[src/rtl/stopwatch_ctrl_if.sv]
// Key inputs and counter/display controls of the stopwatch sequencer.
//   KEY_SS, KEY_CL : raw active-low push keys (0 = pressed), asynchronous
//   TICK           : 1-cycle count enable to the seconds counter
//   CLR            : 1-cycle synchronous clear to the seconds counter
//   FREEZE         : level, display latch holds its value while 1
//   RUN_LED        : 1 while the stopwatch is counting (RUN or LAP)
// master = key source / counter side, slave = stopwatch_ctrl.
interface stopwatch_ctrl_if;
  logic KEY_SS;
  logic KEY_CL;
  logic TICK;
  logic CLR;
  logic FREEZE;
  logic RUN_LED;

  modport master (output KEY_SS, KEY_CL, input TICK, CLR, FREEZE, RUN_LED);
  modport slave  (input KEY_SS, KEY_CL, output TICK, CLR, FREEZE, RUN_LED);
endinterface

[src/rtl/stopwatch_ctrl.sv]
// Control sequencer for the 00-59 s counter / 7-segment display datapath.
// Debounces the start/stop and clear/lap keys, runs the IDLE/RUN/PAUSE/LAP
// state machine and generates the counter enable, clear and display freeze.
// Ports:
//   CLK : system clock
//   RST : synchronous, active-high reset
//   bus : stopwatch_ctrl_if.slave (KEY_SS, KEY_CL in; TICK, CLR, FREEZE, RUN_LED out)
// Parameters:
//   DIV        : CLK cycles per TICK (>= 2)
//   DEB_CYCLES : consecutive stable cycles needed to accept a key level (>= 1)
module stopwatch_ctrl #(
  parameter int unsigned DIV        = 50_000_000,
  parameter int unsigned DEB_CYCLES = 1_000_000
) (
  input  logic             CLK,
  input  logic             RST,
  stopwatch_ctrl_if.slave  bus
);

  localparam int unsigned PW = $clog2(DIV);
  localparam int unsigned CW = (DEB_CYCLES > 1) ? $clog2(DEB_CYCLES) : 1;

  typedef enum logic [1:0] {IDLE, RUN, PAUSE, LAP} state_t;

  // Index 0 = start/stop key, index 1 = clear/lap key.
  logic [1:0]         sync_1, sync_2;
  logic [1:0]         deb, deb_d;
  logic [1:0]         press;
  logic [1:0][CW-1:0] deb_cnt;

  state_t        state;
  logic [PW-1:0] presc;
  logic          clr_q, freeze_q, led_q;

  logic ss_p, cl_p, counting;

  assign ss_p     = press[0];
  assign cl_p     = press[1];
  assign counting = (state == RUN) || (state == LAP);

  // ---------------------------------------------------------------------------
  // Key path: 2-FF synchronizer, debounce counter, registered falling-edge
  // detector. A clean raw edge yields a press pulse 2 + DEB_CYCLES + 1 cycles
  // later.
  // ---------------------------------------------------------------------------
  always_ff @(posedge CLK) begin
    if (RST) begin
      sync_1  <= 2'b11;
      sync_2  <= 2'b11;
      deb     <= 2'b11;
      deb_d   <= 2'b11;
      press   <= 2'b00;
      deb_cnt <= '0;
    end else begin
      // NOTE: every register here is assigned with <= so all of them sample
      // the pre-edge values; a blocking = would collapse the synchronizer.
      sync_1 <= {bus.KEY_CL, bus.KEY_SS};
      sync_2 <= sync_1;
      deb_d  <= deb;
      press  <= deb_d & ~deb;
      for (int k = 0; k < 2; k++) begin
        if (sync_2[k] != deb[k]) begin
          if (deb_cnt[k] == CW'(DEB_CYCLES - 1)) begin
            deb[k]     <= sync_2[k];
            deb_cnt[k] <= '0;
          end else begin
            deb_cnt[k] <= deb_cnt[k] + 1'b1;
          end
        end else begin
          // Bounce back to the accepted level restarts the stability window.
          deb_cnt[k] <= '0;
        end
      end
    end
  end

  // ---------------------------------------------------------------------------
  // State machine with registered outputs and the TICK prescaler.
  // Start/stop has priority: when both pulses coincide, clear/lap is dropped.
  // ---------------------------------------------------------------------------
  always_ff @(posedge CLK) begin
    if (RST) begin
      state    <= IDLE;
      presc    <= '0;
      clr_q    <= 1'b0;
      freeze_q <= 1'b0;
      led_q    <= 1'b0;
    end else begin
      clr_q <= 1'b0;

      // Prescaler advances in the counting states and holds in PAUSE so a
      // resumed run keeps its sub-second phase.
      if (counting) begin
        presc <= (presc == PW'(DIV - 1)) ? '0 : presc + 1'b1;
      end

      case (state)
        IDLE: begin
          if (ss_p) begin
            state <= RUN;
            led_q <= 1'b1;
          end else if (cl_p) begin
            clr_q <= 1'b1;
          end
        end
        RUN: begin
          if (ss_p) begin
            state <= PAUSE;
            led_q <= 1'b0;
          end else if (cl_p) begin
            state    <= LAP;
            freeze_q <= 1'b1;
          end
        end
        LAP: begin
          if (ss_p) begin
            state    <= PAUSE;
            freeze_q <= 1'b0;
            led_q    <= 1'b0;
          end else if (cl_p) begin
            state    <= RUN;
            freeze_q <= 1'b0;
          end
        end
        PAUSE: begin
          if (ss_p) begin
            state <= RUN;
            led_q <= 1'b1;
          end else if (cl_p) begin
            state <= IDLE;
            presc <= '0;
            clr_q <= 1'b1;
          end
        end
        default: begin
          state    <= IDLE;
          freeze_q <= 1'b0;
          led_q    <= 1'b0;
        end
      endcase
    end
  end

  // TICK is combinational so it lines up with the prescaler terminal count;
  // a TICK in the same cycle as a start/stop pulse is still delivered.
  assign bus.TICK    = counting && (presc == PW'(DIV - 1));
  assign bus.CLR     = clr_q;
  assign bus.FREEZE  = freeze_q;
  assign bus.RUN_LED = led_q;

endmodule

[src/flat_wrapper.sv]
// flat-port wrapper written by rule: the top's interface ports become plain ports
module stopwatch_ctrl_flat 
#(
  parameter int unsigned DIV        = 50_000_000,
  parameter int unsigned DEB_CYCLES = 1_000_000
)
  (CLK, RST, bus_KEY_SS, bus_KEY_CL, bus_TICK, bus_CLR, bus_FREEZE, bus_RUN_LED);
  stopwatch_ctrl_if bus_i ();
  input  logic CLK;
  input  logic RST;
  input wire logic [$bits(bus_i.KEY_SS)-1:0] bus_KEY_SS;
  input wire logic [$bits(bus_i.KEY_CL)-1:0] bus_KEY_CL;
  output wire logic [$bits(bus_i.TICK)-1:0] bus_TICK;
  output wire logic [$bits(bus_i.CLR)-1:0] bus_CLR;
  output wire logic [$bits(bus_i.FREEZE)-1:0] bus_FREEZE;
  output wire logic [$bits(bus_i.RUN_LED)-1:0] bus_RUN_LED;
  assign bus_i.KEY_SS = bus_KEY_SS;
  assign bus_i.KEY_CL = bus_KEY_CL;
  assign bus_TICK = bus_i.TICK;
  assign bus_CLR = bus_i.CLR;
  assign bus_FREEZE = bus_i.FREEZE;
  assign bus_RUN_LED = bus_i.RUN_LED;
  stopwatch_ctrl #(.DIV(DIV), .DEB_CYCLES(DEB_CYCLES)) u_core (.CLK(CLK), .RST(RST), .bus(bus_i));
endmodule
[config.mk]
export PLATFORM = sky130hd
export DESIGN_NAME = stopwatch_ctrl_flat
export DESIGN_NICKNAME = d
export VERILOG_FILES = /design/src/rtl/stopwatch_ctrl_if.sv /design/src/rtl/stopwatch_ctrl.sv /design/src/flat_wrapper.sv
export SDC_FILE = /design/constraint.sdc
export NUM_CORES = 1
export LEC_CHECK = 0
export ABC_AREA = 1
export BUFFER_PORTS_ARGS = -buffer_cell sky130_fd_sc_hd__buf_4
export CAP_MARGIN = 20
export CORE_MARGIN = 8
export CORE_UTILIZATION = 60
export CTS_CLUSTER_DIAMETER = 60
export DETAILED_ROUTE_END_ITERATION = 12
export PLACE_DENSITY = 0.77
export RECOVER_POWER = 25
export SKIP_CTS_REPAIR_TIMING = 1
export SLEW_MARGIN = 20
export SYNTH_ARGS = -nofsm -noshare
export SYNTH_HDL_FRONTEND = slang
export SYNTH_SLANG_ARGS = --single-unit
[constraint.sdc]
create_clock -name CLK -period 2.1 [get_ports CLK]
set_input_delay 0.42 -clock CLK [delete_from_list [all_inputs] [get_ports CLK]]
set_output_delay 0.42 -clock CLK [all_outputs]
set_load 0.005 [all_outputs]
==> results of run 1 <==
[cells in the mapped netlist, drive strengths merged]
master,n,share of area [%]
nor3,5,0.60
dfxtp,81,39
nand2,165,15
xnor2,11,2.3
nand3b,4,0.72
or2,8,1.2
o211ai,1,0.18
inv,59,5.3
nand4,12,2.0
buf,8,1.4
o22ai,1,0.15
o21bai,5,1.2
mux2i,1,0.24
nand3,47,5.9
ha,4,1.2
and2,1,0.15
nor2,157,16
xor2,19,4.0
a21oi,14,1.7
o21ai,9,1.1
nor4,1,0.15
clkbuf,1,0.091
[cells by family after synthesis]
logic type	after synthesis	synth area share, %
adders and majority gates	4	1.21
DFF	81	39.1
xor gates and xnor gates	30	6.34
and+or+nand+nor	400	42.0
AOI/OAI and AO/OA	30	4.29
buffers and inverters	68	6.83
muxes	1	0.242
[state kept, by name (all words and copies together), names as in the netlist, 2 cells and up]
register / cells
u_core.deb_cnt: 40
u_core.presc: 26
u_core.deb: 2
u_core.deb_d: 2
u_core.press: 2
u_core.state: 2
u_core.sync_1: 2
u_core.sync_2: 2
[power by group through the flow]
| stage | Combinational (mW) | Sequential (mW) | Clock (mW) |
|---|---|---|---|
| after floorplan | 0.0287 | 1.58 | 0 |
| after global placement | 0.0374 | 1.58 | 0 |
| after detailed placement | 0.0382 | 1.58 | 0 |
| after CTS | 0.0384 | 1.54 | 1.31 |
| after global routing | 0.0396 | 1.54 | 1.39 |
| final | 0.0357 | 1.54 | 1.29 |
[through the flow]
| step | cells | instance area (um^2) | worst slack (ns) |
|---|---|---|---|
| after floorplan | 614 | 4140 | 0.641 |
| after CTS | 713 | 4500 | -0.0393 |
| after global placement | 697 | 4270 | 0.415 |
| after detailed placement | 697 | 4270 | 0.328 |
| final | 713 | 4510 | 0.142 |
| after global routing | 713 | 4510 | 0.0448 |
[area by class of cell]
type / instances / share of cell area [%]
Sequential cell: 81 / 36.0
Inverter: 59 / 4.91
Multi-Input combinational cell: 465 / 49.9
Clock inverter: 4 / 1.66
Clock buffer: 12 / 3.44
Timing Repair Buffer: 12 / 1.83
Tap cell: 80 / 2.22
[worst register-to-register path: cells and delay by family, from the launching register on]
| kind | cells | cell delay, ns |
|---|---|---|
| simple gates | 8 | 0.99 |
| flops | 1 | 0.42 |
| buf+inv | 1 | 0.36 |
[final timing paths]
kind	slack, ns	startpoint	endpoint
worst max-delay path	0.14	u_core.presc[0]	bus_TICK
worst min-delay path	0.25	bus_KEY_CL	u_core.sync_1[1]
worst max register to register	0.26	u_core.state[0]	u_core.presc[13]
worst min register to register	0.41	u_core.deb_d[0]	u_core.press[0]
[routing by layer]
| metal | share of wire (%) | track usage, % | up-vias |
|---|---|---|---|
| li1 | - | - | 1940 |
| met1 | 45 | 21.0 | 1718 |
| met2 | 49 | 32.4 | 76 |
| met3 | 3.7 | 3.70 | 28 |
| met4 | 2.6 | 10.7 | 0 |
| met5 | 0 | 0 | - |
==> results.sh, run 1 <==
export IMPL_gp_congestion=0.924
export IMPL_multi_input_area_um2=2250
export IMPL_num_nets_final=636
export IMPL_layout_area_seq_um2=1620
export IMPL_drt_iter0_drc=172
export IMPL_cp_num_buf_inv=1
export IMPL_drv_cap=0
export IMPL_hpwlAfterDp_um=6420
export IMPL_cpPeakStageDelay_ns=0.38
export IMPL_reg2reg_depth=9
export IMPL_grt_overflow=0
export IMPL_cts_sinks=81
export IMPL_startpoint_type="flop"
export IMPL_crit_fanout=4
export IMPL_crit_path_frequent_cell="nor2_4"
export IMPL_grt_pass1_wl_um=15300
export IMPL_p_per_area_nw_per_um2=635
export IMPL_ant_nets=0
export IMPL_ios=8
export IMPL_cp_top_family="simple AND/OR/NAND/NOR gates"
export IMPL_p_clk_share_pct=44.9
export IMPL_finish_utilization_pct=66.8
export IMPL_layout_commonest_cell="nand2_1"
export IMPL_p_switching_mw=0.579
export IMPL_worst_setup_path_end_kind="output port"
export IMPL_h_tree_depth=3
export IMPL_dr_pass1_iters=4
export IMPL_skew_ns=0.00587
export IMPL_fin_setup_tns_ns=0
export IMPL_vias_per_cell=5.28
export IMPL_ys_ff_latch=81
export IMPL_worstPathRequired_ns=1.68
export IMPL_fin_hold_ws_ns=0.248
export IMPL_slew_viol_final=0
export IMPL_outcome="finished, final reports clean"
export IMPL_die_w_um=99.1
export IMPL_initial_core_util_pct=61.3
export IMPL_switching_share_pct=20.2
export IMPL_cts_buffer_depth=2
export IMPL_synth_area_per_cell_um2=6.75
export IMPL_synth_cell_types=33
export IMPL_syn2layout_area_growth_pct=8.91
export IMPL_crit_chain="ha_1 -> nand3_2 -> nor2_4 -> nand4_4 -> nor2_4 -> buf_4"
export IMPL_layout_common_cells="163 x nand2_1, 139 x nor2_1, 79 x dfxtp_1"
export IMPL_hold_viol=0
export IMPL_yosysSeqAreaShare_pct=39.1
export IMPL_grtUsageTotal_pct=18.7
export IMPL_die_area_um2=9820
export IMPL_syn_inst=614
export IMPL_io_buffer_count=7
export IMPL_slowest_stage="dfxtp_1"
export IMPL_wl_per_cell_um=12.1
export IMPL_power_mw=2.87
export IMPL_clock_latency_ns=0.35
export IMPL_finalWirelength_um=8650
export IMPL_grt_pass1_vias=3668
export IMPL_fill_cells=585
export IMPL_pwr_share_seq_pct=53.8
export IMPL_vias=3762
export IMPL_cts_tree="built"
export IMPL_hold_path_depth=2
export IMPL_share_comb_of_total_power_pct=1.2
export IMPL_fin_crit_sh_pct=93.2
export IMPL_path_class="reg2out"
export IMPL_maxSlewHeadroom_pct=72.6
export IMPL_syn_cell_area_um2=4140
export IMPL_antenna_found_initial=0
export IMPL_hp_class="in2reg"
export IMPL_yosys_warnings=0
export IMPL_grt_max_degree=21
export IMPL_drc=0
export IMPL_worstMarginPinSlew_ns=0.411
export IMPL_antenna_cells=0
export IMPL_die_h_um=99.1
export IMPL_rsz0062_at_grt="no"
export IMPL_cp_arrival_ns=1.54
export IMPL_max_clock_freq_ghz=0.511
export IMPL_final_layout_size_suffix_gt1_share_pct=8.85
export IMPL_core_area_um2=6760
export IMPL_min_period_ns=1.96
export IMPL_rows=30
export IMPL_leakagePower_nw=1.54
export IMPL_cts_buffers=9
export IMPL_internal_power_mw=2.29
export IMPL_peakVddDrop_v=0.000459
export IMPL_ctsRootBufferMaster="clkbuf_8"
export IMPL_clk_pin_slew_ns=0.08
export IMPL_synthesis_nets=622
export IMPL_crit_cells=6
export IMPL_setup_viol=0
No activity file was read; power rests on OpenSTA's default activity.
==> inputs of run 2 (changes only) <==
- CORE_UTILIZATION: 60 -> 62
- HOLD_SLACK_MARGIN: not set -> 0.05
- PLACE_DENSITY: 0.77 -> 0.79
==> run 2 against run 1 <==
Register-to-register slack improved by 0.04 ns. Global-route usage grew 0.063 points. First-iteration DRC count fell by 25%. Clock-buffer cell count shrank 2. Power up 3.1%. Final cell count shrank 0.56%. Non-clock buffer count is 1 lower. Worst hold slack lost 0.0032 ns. Sequential cell count did not move. Combinational power up 12%. Sequential power barely moved. Largest power group unchanged.
==> results.sh, run 2 (synthesis results as in run 1) <==
export IMPL_setup_ws_ns=0.0591
export IMPL_clock_latency_ns=0.35
export IMPL_fin_setup_tns_ns=0
export IMPL_io_buffer_count=7
export IMPL_cts_buffer_depth=2
export IMPL_layout_area_seq_um2=1620
export IMPL_p_clk_share_pct=46.4
export IMPL_layout_common_cells="163 x nand2_1, 142 x nor2_1, 79 x dfxtp_1"
export IMPL_clk_pin_slew_ns=0.09
export IMPL_grt_max_degree=21
export IMPL_h_tree_depth=3
export IMPL_dr_pass1_iters=4
export IMPL_gp_congestion=0.969
export IMPL_pre_cts_slack_ns=0.408
export IMPL_core_area_um2=6420
export IMPL_wl_per_cell_um=12.3
export IMPL_hpwlAfterDp_um=6390
export IMPL_rr_startpoint="u_core.state[0]"
export IMPL_pwr_share_seq_pct=52.2
export IMPL_min_period_ns=2.04
export IMPL_crit_fanout=10
export IMPL_worst_setup_path_end_kind="output port"
export IMPL_reg2reg_slack_ns=0.30
export IMPL_cts_buffers=9
export IMPL_initial_core_util_pct=64.5
export IMPL_num_nets_final=635
export IMPL_place_inst=693
export IMPL_die_h_um=97.7
export IMPL_finalWirelength_um=8740
export IMPL_worstPathRequired_ns=1.68
export IMPL_syn2layout_area_growth_pct=8.97
export IMPL_ios=8
export IMPL_ctsRootBufferMaster="clkbuf_8"
export IMPL_setup_viol=0
export IMPL_grt_pass1_wl_um=15100
export IMPL_layout_commonest_cell="nand2_1"
export IMPL_die_area_um2=9550
export IMPL_antenna_found_initial=0
export IMPL_cp_arrival_ns=1.62
export IMPL_cts_tree="built"
export IMPL_drt_iter0_drc=129
export IMPL_largest_reg_flops=40
export IMPL_hold_path_depth=2
export IMPL_slew_viol_final=0
export IMPL_startpoint_type="flop"
export IMPL_cpPeakStageDelay_ns=0.54
export IMPL_switching_share_pct=20.4
export IMPL_hp_class="in2reg"
export IMPL_maxSlewHeadroom_pct=62.5
export IMPL_multi_input_area_um2=2240
export IMPL_peakVddDrop_v=0.000613
export IMPL_fin_crit_sh_pct=97.2
export IMPL_fin_area_um2=4510
export IMPL_power_mw=2.95
export IMPL_fill_cells=568
export IMPL_drv_cap=0
export IMPL_finish_utilization_pct=70.3
export IMPL_r2r_end="u_core.presc[15]"
export IMPL_share_comb_of_total_power_pct=1.4
export IMPL_placed_area_um2=4270
export IMPL_max_clock_freq_ghz=0.490
export IMPL_grt_pass1_vias=3628
export IMPL_drc=0
export IMPL_antenna_cells=0
export IMPL_cp_top_family="simple AND/OR/NAND/NOR gates"
export IMPL_die_w_um=97.7
export IMPL_outcome="finished, final reports clean"
export IMPL_top_register="u_core.deb_cnt"
export IMPL_rows=29
export IMPL_reg2reg_depth=8
export IMPL_grt_overflow=0
export IMPL_cts_sinks=81
export IMPL_ant_nets=0
export IMPL_fin_cells=709
export IMPL_crit_chain="nand2_1 -> nor2_1 -> nand3_1 -> nor2_4 -> buf_4"
export IMPL_cp_num_buf_inv=1
export IMPL_leakagePower_nw=1.56
export IMPL_crit_cells=5
export IMPL_vias_per_cell=5.29
export IMPL_worstMarginPinSlew_ns=0.561
export IMPL_path_class="reg2out"
export IMPL_grtUsageTotal_pct=18.8
export IMPL_hp_start="bus_KEY_SS"
export IMPL_skew_ns=0.0113
export IMPL_vias=3752
export IMPL_fin_hold_ws_ns=0.245
export IMPL_slowest_stage="dfxtp_1"
export IMPL_min_to="u_core.sync_1[0]"
export IMPL_hold_viol=0
export IMPL_internal_power_mw=2.35
export IMPL_largestRegisters="u_core.deb_cnt x40, u_core.presc x26"
export IMPL_p_per_area_nw_per_um2=654
export IMPL_final_layout_size_suffix_gt1_share_pct=8.23
export IMPL_p_switching_mw=0.603
## run 2: changes by cell type in the layout (fill, tap and decap cells not counted), sizes merged
cell,change
clkbuf,-3
bufinv,+1
clkinv,+1
clkinvlp,-1
inv,+1
## run 2: layout make-up
| type | instances | area share (%) |
|---|---|---|
| multi-input combinational | 465 | 49.7 |
| clock inverter | 6 | 2.55 |
| clock buffer | 10 | 2.83 |
| tap | 77 | 2.13 |
| timing repair buffer | 11 | 1.94 |
| sequential | 81 | 36.0 |
| inverter | 59 | 4.91 |
## run 2: worst max path at each step
stage | from | to | slack (ns)
6_report | u_core.state[0] | bus_TICK | 0.06
5_1_grt | u_core.presc[1] | bus_TICK | -0.03
4_1_cts | u_core.presc[1] | bus_TICK | 0.006
3_5_place_dp | u_core.presc[1] | bus_TICK | 0.41
3_3_place_gp | u_core.deb_cnt[20] | u_core.deb_cnt[39] | 0.45
2_1_floorplan | u_core.presc[1] | bus_TICK | 0.64
## run 2: routing by layer
layer | wire length (um) | part of all wire [%] | track usage, % | vias to the layer above
li1 | - | - | - | 1943
met1 | 3940 | 45 | 20.7 | 1730
met2 | 4360 | 50 | 33.8 | 64
met3 | 280 | 3.2 | 3.62 | 15
met4 | 165 | 1.9 | 8.99 | 0
met5 | 0 | 0 | 0 | -
## run 2: power by group through the flow
stage	combinational (mW)	clock [mW]	sequential, mW
after floorplan	0.0287	0	1.58
after global placement	0.0402	0	1.58
after detailed placement	0.0411	0	1.58
after CTS	0.0412	1.40	1.54
after global routing	0.0438	1.47	1.54
final	0.0400	1.37	1.54
## run 2: worst reg2reg max path: stages, from the launching register on
cell	delay, ns
dfxtp_1	0.54
nand2_1	0.13
nor2_1	0.46
nand2_4	0.15
nor2_8	0.18
nand2_1	0.08
nand2_1	0.06
nand2_1	0.06
nor2_2	0.09
